$ cat src/rtl/div32.sv
// Restoring 32-bit signed/unsigned divider: one quotient bit per clock, trial subtraction via add32.
// Latency: done 33 edges after start (1 for divide-by-zero); start is ignored while busy.

module add32 #(
    parameter int WIDTH = 32
) (
    input  logic [WIDTH-1:0] a_i,
    input  logic [WIDTH-1:0] b_i,
    input  logic             cin_i,
    output logic [WIDTH-1:0] sum_o,
    output logic             cout_o
);
    logic [WIDTH-1:0] g;
    logic [WIDTH-1:0] p;
    logic             carry;

    always_comb begin
        g     = a_i & b_i;
        p     = a_i ^ b_i;
        carry = cin_i;
        sum_o = '0;
        for (int i = 0; i < WIDTH; i++) begin
            sum_o[i] = p[i] ^ carry;
            carry    = g[i] | (p[i] & carry);
        end
        cout_o = carry;
    end
endmodule

module div32 #(
    parameter int WIDTH = 32
) (
    input  logic             clock,
    input  logic             reset,
    input  logic             start,
    input  logic             signed_op,
    input  logic [WIDTH-1:0] dividend,
    input  logic [WIDTH-1:0] divisor,
    output logic             busy,
    output logic             done,
    output logic [WIDTH-1:0] quotient,
    output logic [WIDTH-1:0] remainder,
    output logic             div_by_zero
);
    localparam int CW = $clog2(WIDTH);

    typedef enum logic [1:0] {IDLE, DIVIDE, FIXUP} state_t;

    state_t           state_q, state_d;
    logic [CW-1:0]    cnt_q, cnt_d;
    logic [WIDTH-1:0] rem_q, rem_d;
    logic [WIDTH-1:0] dvd_q, dvd_d;
    logic [WIDTH-1:0] dvs_q, dvs_d;
    logic             q_neg_q, q_neg_d;
    logic             r_neg_q, r_neg_d;
    logic             dz_q, dz_d;
    logic [WIDTH-1:0] quo_q, quo_d;
    logic [WIDTH-1:0] remo_q, remo_d;
    logic             done_q, done_d;
    logic             dbz_q, dbz_d;

    logic [WIDTH:0]   shifted;
    logic [WIDTH-1:0] trial;
    logic             trial_co;
    logic             accept;

    assign shifted = {rem_q, dvd_q[WIDTH-1]};

    add32 #(.WIDTH(WIDTH)) u_sub (
        .a_i    (shifted[WIDTH-1:0]),
        .b_i    (~dvs_q),
        .cin_i  (1'b1),
        .sum_o  (trial),
        .cout_o (trial_co)
    );

    // A set bit 32 means the shifted remainder already exceeds any 32-bit divisor.
    assign accept = trial_co | shifted[WIDTH];

    always_comb begin
        state_d = state_q;
        cnt_d   = cnt_q;
        rem_d   = rem_q;
        dvd_d   = dvd_q;
        dvs_d   = dvs_q;
        q_neg_d = q_neg_q;
        r_neg_d = r_neg_q;
        dz_d    = dz_q;
        quo_d   = quo_q;
        remo_d  = remo_q;
        done_d  = 1'b0;
        dbz_d   = dbz_q;

        case (state_q)
            IDLE: begin
                if (start) begin
                    q_neg_d = signed_op & (dividend[WIDTH-1] ^ divisor[WIDTH-1]);
                    r_neg_d = signed_op & dividend[WIDTH-1];
                    rem_d   = '0;
                    cnt_d   = '0;
                    if (divisor == '0) begin
                        dz_d    = 1'b1;
                        dvd_d   = dividend;
                        state_d = FIXUP;
                    end else begin
                        dz_d    = 1'b0;
                        dvd_d   = (signed_op && dividend[WIDTH-1]) ? -dividend : dividend;
                        dvs_d   = (signed_op && divisor[WIDTH-1])  ? -divisor  : divisor;
                        state_d = DIVIDE;
                    end
                end
            end
            DIVIDE: begin
                rem_d = accept ? trial : shifted[WIDTH-1:0];
                dvd_d = {dvd_q[WIDTH-2:0], accept};
                cnt_d = cnt_q + CW'(1);
                if (cnt_q == CW'(WIDTH - 1)) begin
                    state_d = FIXUP;
                end
            end
            FIXUP: begin
                done_d  = 1'b1;
                state_d = IDLE;
                if (dz_q) begin
                    quo_d  = '1;
                    remo_d = dvd_q;
                    dbz_d  = 1'b1;
                end else begin
                    quo_d  = q_neg_q ? -dvd_q : dvd_q;
                    remo_d = r_neg_q ? -rem_q : rem_q;
                    dbz_d  = 1'b0;
                end
            end
            default: state_d = IDLE;
        endcase
    end

    always_ff @(posedge clock) begin
        if (reset) begin
            state_q <= IDLE;
            cnt_q   <= '0;
            rem_q   <= '0;
            dvd_q   <= '0;
            dvs_q   <= '0;
            q_neg_q <= 1'b0;
            r_neg_q <= 1'b0;
            dz_q    <= 1'b0;
            quo_q   <= '0;
            remo_q  <= '0;
            done_q  <= 1'b0;
            dbz_q   <= 1'b0;
        end else begin
            state_q <= state_d;
            cnt_q   <= cnt_d;
            rem_q   <= rem_d;
            dvd_q   <= dvd_d;
            dvs_q   <= dvs_d;
            q_neg_q <= q_neg_d;
            r_neg_q <= r_neg_d;
            dz_q    <= dz_d;
            quo_q   <= quo_d;
            remo_q  <= remo_d;
            done_q  <= done_d;
            dbz_q   <= dbz_d;
        end
    end

    assign busy        = (state_q != IDLE);
    assign done        = done_q;
    assign quotient    = quo_q;
    assign remainder   = remo_q;
    assign div_by_zero = dbz_q;
endmodule
$ cat config.mk
export PLATFORM = sky130hd
export DESIGN_NAME = div32
export DESIGN_NICKNAME = d
export VERILOG_FILES = /design/src/rtl/div32.sv
export SDC_FILE = /design/constraint.sdc
export NUM_CORES = 1
export LEC_CHECK = 0
export ABC_AREA = 1
export BUFFER_PORTS_ARGS = -buffer_cell sky130_fd_sc_hd__buf_2
export CAP_MARGIN = 20
export CORE_ASPECT_RATIO = 2
export CORE_MARGIN = 2
export CORE_UTILIZATION = 40
export CTS_CLUSTER_SIZE = 14
export DETAILED_ROUTE_END_ITERATION = 8
export SETUP_SLACK_MARGIN = 0.1
export SLEW_MARGIN = 10
export SYNTH_ARGS = -nofsm -noshare
export SYNTH_HDL_FRONTEND = slang
export SYNTH_SLANG_ARGS = --single-unit
$ cat constraint.sdc
create_clock -name clock -period 12.74 [get_ports clock]
set_clock_uncertainty 0.15 [all_clocks]
set_input_delay 2.548 -clock clock [delete_from_list [all_inputs] [get_ports clock]]
set_output_delay 2.548 -clock clock [all_outputs]
set_load 0.005 [all_outputs]
== Yosys cells after proc, flatten, opt, wreduce, memory -nomap -nowiden ==
Cells that the tools add are included.
Storage, ports and cells
  memories kept: 0
  output and inout port bits: 67
  latch bits: 0
  memory bits (read-only): 0
  register bits: 172
  memory bits (writable): 0
Cells by class
  equal/unequal tests: 5
  shifts and indexed selects: 0
  order comparisons: 0
  bitwise gates (word level): 103
  reduce and logical (&&, ||, !) cells: 10
  muxes and demuxes: 21
  div/mod/pow operators: 0
  multipliers: 0
  $add $sub $neg: 5
Operator list (number)
  $mux W32: 10
  $neg A32 Y32: 4
  $pmux W32 S2: 2
  $and A1 B1 Y1: 33
  $or A1 B1 Y1: 33
  $and A32 B32 Y32: 1
  $logic_not A32 Y1: 1
  $not A32 Y32: 1
  $xor A1 B1 Y1: 32
  $xor A32 B32 Y32: 1
  $pmux W5 S2: 1
  $mux W2: 3
  $reduce_and A2 Y1: 3
  $add A5 B1 Y5 const B: 1
  $eq A5 B5 Y1 const B: 1
  $mux W5: 1
  $ne A2 B2 Y1 const B: 2
  $pmux W2 S2: 1
  $reduce_bool A2 Y1: 2
  $mux W1: 3
  $reduce_and A3 Y1: 1
  $eq A2 B1 Y1 const B: 1
  $eq A2 B2 Y1 const B: 1
  $logic_and A1 B1 Y1: 2
  other kinds (2): 3

== Longest topological paths before layout ==
Gate-level depths: netlist of the first run.
  depth after elaboration: 68
  depth in mapped cells: 44
  gate-level depth less buffers: 42

== By module ==
From an unflattened synthesis of the first run, not the netlist that was laid out.
Second synthesis, totals
  cells, all modules: 1791
  area, all modules: 11526.1 um2
By module, submodules not included
  div32: cells each 1749, area each 10847.9 um2, times used 1
  add32: cells each 42, area each 678.2 um2, times used 1

== Least setup slack after synthesis of the first run ==
OpenSTA, ideal clock, no wires.
  path kind: register to register
  start: register dvd_q[31]
  end: register rem_q[6]
  clock period less this slack: 13.156 ns
  data arrival time: 12.874 ns
  slack: -0.416 ns
  library setup time: 0.132 ns
  cell stages (with the launch flop): 45
  buffers on the path: 2
  cell sequence: dfxtp_1 -> inv_1 -> ha_1 -> inv_1 -> fa_1 -> inv_1 -> fa_1 -> inv_1 -> fa_1 -> fa_1 -> fa_1 -> fa_1 -> fa_1 -> fa_1 -> fa_1 -> fa_1 -> fa_1 -> fa_1 -> [9 not listed] -> fa_1 -> fa_1 -> fa_1 -> fa_1 -> fa_1 -> fa_1 -> fa_1 -> fa_1 -> fa_1 -> inv_1 -> fa_1 -> nand2_1 -> inv_1 -> buf_2 -> buf_1 -> nand2_1 -> o211ai_1 -> a21oi_1
On the way
  cells in the longest elaborated chain, start to end: 67
  elaborated cells between the ends (all ways): 69
  those cells by class: 2 x mux; 67 x bitwise
Ends and longest elaborated chain
  start: declaration: RTL line 52  | logic [WIDTH-1:0] dvd_q, dvd_d;
  start signal: assignment: RTL line 156  | dvd_q <= dvd_d;
  $and A32 B32 Y32 or $xor A32 B32 Y32 (tied branches): RTL line 18, 19
  $or A1 B1 Y1 (*): RTL line 24  | carry = g[i] | (p[i] & carry);
  $and A1 B1 Y1 (*): RTL line 24
  $or A1 B1 Y1 (*): RTL line 24
  $and A1 B1 Y1 (*): RTL line 24
  $or A1 B1 Y1 (*): RTL line 24
  $and A1 B1 Y1 (*): RTL line 24
  $or A1 B1 Y1 (*): RTL line 24
  [51 not listed]
  $or A1 B1 Y1: RTL line 24
  $and A1 B1 Y1: RTL line 24
  $or A1 B1 Y1: RTL line 24
  $and A1 B1 Y1: RTL line 24
  $or A1 B1 Y1: RTL line 24
  $or A1 B1 Y1: RTL line 78  | assign accept = trial_co | shifted[WIDTH];
  $mux W32 (*): RTL line 114  | rem_d = accept ? trial : shifted[WIDTH-1:0];
  $pmux W32 S2 (*): RTL line 94  | case (state_q)
  end signal: assignment: RTL line 155  | rem_q <= rem_d;
  end: declaration: RTL line 51  | logic [WIDTH-1:0] rem_q, rem_d;
Every way passes the cells marked *; elsewhere a longest branch is shown, timed or not.
A chain may end at the register's enable or synchronous reset.

== Final worst setup path of the first run ==
  start: register dvd_q[31]
  end: register rem_q[30]
On the way
  cells in the longest elaborated chain, start to end: 67
  elaborated cells between the ends (all ways): 69
  those cells by class: 2 x mux; 67 x bitwise
Ends and longest elaborated chain (RTL line)
  $and A32 B32 Y32 or $xor A32 B32 Y32 (tied branches): 18, 19
  $or A1 B1 Y1 (*): 24
  $and A1 B1 Y1 (*): 24
  $or A1 B1 Y1 (*): 24
  $and A1 B1 Y1 (*): 24
  $or A1 B1 Y1 (*): 24
  $and A1 B1 Y1 (*): 24
  $or A1 B1 Y1 (*): 24
  [51 not listed]
  $or A1 B1 Y1 (*): 24
  $and A1 B1 Y1: 24
  $or A1 B1 Y1: 24
  $and A1 B1 Y1: 24
  $or A1 B1 Y1: 24
  $or A1 B1 Y1: 78
  $mux W32 (*): 114
  $pmux W32 S2 (*): 94
Marks and branches as above.

==> flow_summary.toml, run 1 <==
[outcome]
status = "complete, no violations"

[pwr]
ir_drop_mv = 0.1214
leakagePower_nw = 5.860
p_per_area_mw_per_mm2 = 160.5

[route]
drt-total-wl_um = 37840
drc = 0
viasPerCell = 5.375
detailroute.via_count = 11740
wl_per_cell_um = 17.33
firstDrtPassIters = 6
ant_nets = 0
drt-initial-drc-count = 639

[floorplanning]
rows = 86
die_area_mm2 = 0.02959
core_mm2 = 0.02765
initial_core_util = 0.4072
die_w_um = 122.6
io_pins = 135
chipHeight_um = 241.3

[final_layout]
layout-drive-gt1-share = 0.1386
design_area_mm2 = 0.01291
diodes = 0
final_nets = 1925
ff_latch_area_mm2 = 0.003443
n_fill_cell = 2900
multi_input_area_mm2 = 0.006646
final_util = 0.4667
areaGrowthSynthToFinish_pct = 14.61

[clock_network]
htreeDepth = 4
cts_buffers = 17
clk_latency_ps = 460
clock_sinks = 172
ctsHoldBuffers = 0
cts_root_buffer = "clkbuf_16"
cts_tree = "built"
cts.clk_slew.worst_paths_ps = 70
clock_path_buffers = 2

[logic_synthesis]
avgSynthCellArea_um2 = 6.502
yosysWarningCount = 0
synth-edff-count = 0
netlist_area_mm2 = 0.01126
synth_top_cell_area_share = 0.3058
synth_cell_types = 44
yosysMostFrequentCell = "nand2_1"
syn_inst = 1732
synth_ff_type = "dfxtp_1"
seq_area_frac_synth = 0.3058
ys_async_sr_fraction = 0
synth_top_cell_by_area = "dfxtp_1"
synth_area_leaders = "dfxtp_1 31%, nand2_1 14%, inv_1 7.5%, nand3_1 6.7%, a21oi_1 6.0%"
synth_fp_nets = 1838
synth_common_cells = "418 x nand2_1, 225 x inv_1, 172 x dfxtp_1"
ys_ff_latch = 172

[timing]
max_slew_margin = 0.3732
worst_pin_slew_ps = 940.1
rsz0062_at_grt = "false"
setup_viol = 0
hold_viol_final = 0
fin_hold_ws_ps = 322.0
finalCritPeriodShare = 0.9647
min_period_ps = 12290
fin_setup_tns_ps = 0
slew_violations = 0
worst_slack_ps = 450.0
fmax_mhz = 81.37

[placed_design]
io_buffers = 134
dp_hpwl_um = 28180
gp_congestion = 0.8908
placement.cell_area_mm2 = 0.01218
dpl_worst_slack_ps = -542.4

[grt]
top_usage_layer = "met2"
grt_max_degree = 82
antenna_found_initial = 0
met2_usage = 0.4845
use_met3 = 0.02731
grt_use_met1 = 0.2718
grt_overflow = 0
grt_pass1_wl_um = 58780
grt_pass1_vias = 11240
grt_usage = 0.2595

[worst_setup_path]
worstSetupPathType = "flop to flop"
slowest_delay_ps = 380
crit_fanout = 15
rr_startpoint = "dvd_q[31]"
cp.arrival_ps = 12430
critPathTopFamily = "adder cells"
cp_common_cell = "fa_2"
critical_path.slowest_cell = "fa_2"
cp.required_ps = 12880
cp_num_buf_inv = 7
start_kind = "flop"
crit_path_start = "dvd_q[31]"
cp-end-kind = "flop"

[flow_run]
drv_cap = 0

[worst_hold_path]
hold_path_class = "flop to flop"
holdCritStartpoint = "dvs_q[26]"
==> registers in the layout, indices dropped and copies added (netlist names) <==
name,flops
done,1
dvs_q,32
quotient,32
state_q,2
dvd_q,32
r_neg_q,1
rem_q,32
dz_q,1
q_neg_q,1
div_by_zero,1
remainder,32
cnt_q,5
==> placed cells by master (no fill, tap or decap), types with 2 or more instances in the layout <==
master and n:
inv_2 10, ha_1 7, buf_4 17, a21oi_1 134
bufinv_16 3, nor2_1 157, inv_6 4, clkinv_4 3
o21ai_0 95, nand3_2 2, a31oi_1 28, dfxtp_1 172
buf_12 2, fa_1 2, o22ai_1 18, xor2_1 35
nand3_1 151, xnor2_1 6, nand2_1 417, o211ai_1 38
inv_1 224, inv_8 4, nand4_1 51, or2_2 5
nor2_4 6, nand3b_1 4, and2_1 2, o221ai_1 10
nor4_1 4, buf_2 133, fa_2 29, clkinvlp_4 2
nor3_1 11, nor2_2 8, clkbuf_16 17, o21ai_1 6
==> tightest hold or removal path, stage by stage, from the launching register on <==
cell     delay [ps]
dfxtp_1         320
nand2_1          60
nand2_1          50
==> where the power goes <==
part / leakage (nW) / total (mW) / internal, mW / switching (mW)
clock network: 0.302 / 0.568 / 0.317 / 0.251
registers: 1.40 / 0.647 / 0.587 / 0.0593
logic: 4.16 / 0.857 / 0.328 / 0.529
total: 5.86 / 2.07 / 1.23 / 0.840
==> per-stage QoR <==
stage	cells	total power, mW
after floorplan	1732	1.232
after global placement	2151	1.442
after detailed placement	2151	1.461
after CTS	2184	2.076
after global routing	2184	2.220
final	2184	2.071
==> final timing paths <==
check | to | depth (start not counted) | slack, ps
setup / recovery | rem_q[30] | 43 | 450
hold reg to reg | dvs_q[26] | 2 | 320
hold / removal | dvs_q[26] | 2 | 320
setup reg to reg | rem_q[30] | 43 | 450
==> cell families (layout without fill, tap and decap cells) <==
| group | count (synthesis) | in the layout | synth area share |
|---|---|---|---|
| and+or+nand+nor | 826 | 826 | 0.3202 |
| AOI/OAI and AO/OA | 335 | 335 | 0.1677 |
| buffers and inverters | 320 | 420 | 0.1116 |
| DFF | 172 | 172 | 0.3058 |
| xor gates and xnor gates | 41 | 41 | 0.03189 |
| adders and majority gates | 38 | 38 | 0.06289 |
==> metal layers <==
| layer | vias to the layer above | share of wire |
|---|---|---|
| li1 | 5853 | - |
| met1 | 5459 | 0.38 |
| met2 | 331 | 0.53 |
| met3 | 96 | 0.032 |
| met4 | 0 | 0.059 |
| met5 | - | 0 |
==> final cells by class <==
class                   count  area share
flip-flops and latches    172      0.2668
multi-input cells        1240      0.5150
clock inverters            15     0.01571
repair buffers            153     0.06670
well taps                 352     0.03413
inverters                 235     0.06874
clock buffers              17     0.03296
==> what timing repair did <==
item,4_1_cts,5_1_grt
pin swaps,1,4
cloned,1,0
setup endpoints to repair,33,32
gates resized for setup,19,8
buffers inserted,0,0
hold endpoints to repair,0,0
No activity file was read; power rests on OpenSTA's default activity.
==> inputs of run 2 (changes only) <==
Settings changed: REMOVE_ABC_BUFFERS set to 1.
==> flow_summary.toml, run 2 (synthesized netlist as in run 1, its figures left out) <==
[outcome]
status = "complete, no violations"

[grt]
grt_overflow = 0
grt_pass1_wl_um = 58390
grt_max_degree = 67
grt_pass1_vias = 11050
grt_usage = 0.2560
antenna_found_initial = 1

[worst_setup_path]
cp.required_ps = 12890
crit_cells = 42
rr_startpoint = "dvd_q[31]"
rr_endpoint = "rem_q[20]"
crit_path_start = "dvd_q[31]"
cp-end-kind = "flop"
start_kind = "flop"
cp.arrival_ps = 12430
slowest_delay_ps = 380
critPathTopFamily = "adder cells"
cp_num_buf_inv = 6
crit_fanout = 4
rr_worst_depth = 42
worstSetupPathType = "flop to flop"
cp_common_cell = "fa_2"
critical_path.slowest_cell = "fa_2"
ff2ff_setup_slack_ps = 460

[clock_network]
cts_setup_buffers = 0
clock_path_buffers = 2
cts.clk_slew.worst_paths_ps = 60
cts_tree = "built"
ctsHoldBuffers = 0
clk_latency_ps = 440
clock_sinks = 172
htreeDepth = 4
cts_buffers = 17
cts_root_buffer = "clkbuf_16"

[route]
firstDrtPassIters = 5
drt-initial-drc-count = 729
drt-total-wl_um = 37400
viasPerCell = 5.324
ant_nets = 0
detailroute.via_count = 11650
wl_per_cell_um = 17.10
drc = 0

[placed_design]
dp_hpwl_um = 28160
io_buffers = 134
placement.cell_area_mm2 = 0.01220
dp.cells = 2155
gp_congestion = 0.9023
dpl_worst_slack_ps = -859.6

[timing]
fmax_mhz = 81.41
finalCritPeriodShare = 0.9642
worst_slack_ps = 456.2
slew_violations = 0
fin_setup_tns_ps = 0
worst_pin_slew_ps = 926.3
rsz0062_at_grt = "false"
hold_viol_final = 0
min_period_ps = 12280
fin_hold_ws_ps = 300.1
setup_viol = 0
max_slew_margin = 0.3813

[pwr]
p_per_area_mw_per_mm2 = 157.6
leakagePower_nw = 5.869
ir_drop_mv = 0.1190
p_total_mw = 2.032

[floorplanning]
io_pins = 135
chipHeight_um = 241.3
die_area_mm2 = 0.02959
initial_core_util = 0.4072
die_w_um = 122.6
rows = 86
core_mm2 = 0.02765

[final_layout]
mostFrequentLayoutCells = "417 x nand2_1, 222 x inv_1, 171 x dfxtp_1"
final_common_cell = "nand2_1"
design_area_mm2 = 0.01289
n_fill_cell = 2895
final_nets = 1929
areaGrowthSynthToFinish_pct = 14.51
final_util = 0.4663
final_cell_count_no_fill = 2188
layout-drive-gt1-share = 0.1422

[worst_hold_path]
holdPathEnd = "dvs_q[26]"
hold_path_class = "flop to flop"
whs_path_depth = 2
holdCritStartpoint = "dvs_q[26]"

[flow_run]
drv_cap = 0
==> run 2: how the worst max path moves through the flow <==
| stage | end | slack [ps] |
|---|---|---|
| floorplan | rem_q[10] | -790 |
| global placement | rem_q[1] | -840 |
| detailed placement | rem_q[8] | -860 |
| CTS | rem_q[20] | 120 |
| global route | rem_q[20] | 100 |
| finish | rem_q[20] | 460 |
==> run 2: timing repair <==
item | CTS | global route
pin swaps | 2 | 2
resized for setup | 23 | 14
endpoints found under the setup margin | 33 | 33
cloned | 0 | 1
==> run 2: per-layer routing <==
layer	GRT usage	routed length, um
met1	0.2698	13980
met2	0.4907	20640
met3	0.03202	1178
met4	0.1202	1611
met5	0	0
==> run 2: cell type report <==
class | instances | area, um2 | share of cell area
Clock inverter | 11 | 118.9 | 0.009218
Antenna cell | 1 | 2.502 | 0.0001941
Timing Repair Buffer | 157 | 888.4 | 0.06889
Inverter | 235 | 884.6 | 0.06860
Tap cell | 352 | 440.4 | 0.03415
Clock buffer | 20 | 466.7 | 0.03619
Sequential cell | 172 | 3445 | 0.2671
Multi-Input combinational cell | 1240 | 6649 | 0.5156
==> run 2: tightest hold or removal path, cell delays in order (launching register included) <==
cell and delay, ps:
dfxtp_1 310, nand2_1 60, nand2_1 40
==> run 2: power breakdown <==
part	internal (mW)	total (mW)	switching [mW]	leakage (nW)
clock network	0.302	0.528	0.226	0.291
registers	0.588	0.646	0.0585	1.40
logic	0.329	0.858	0.529	4.18
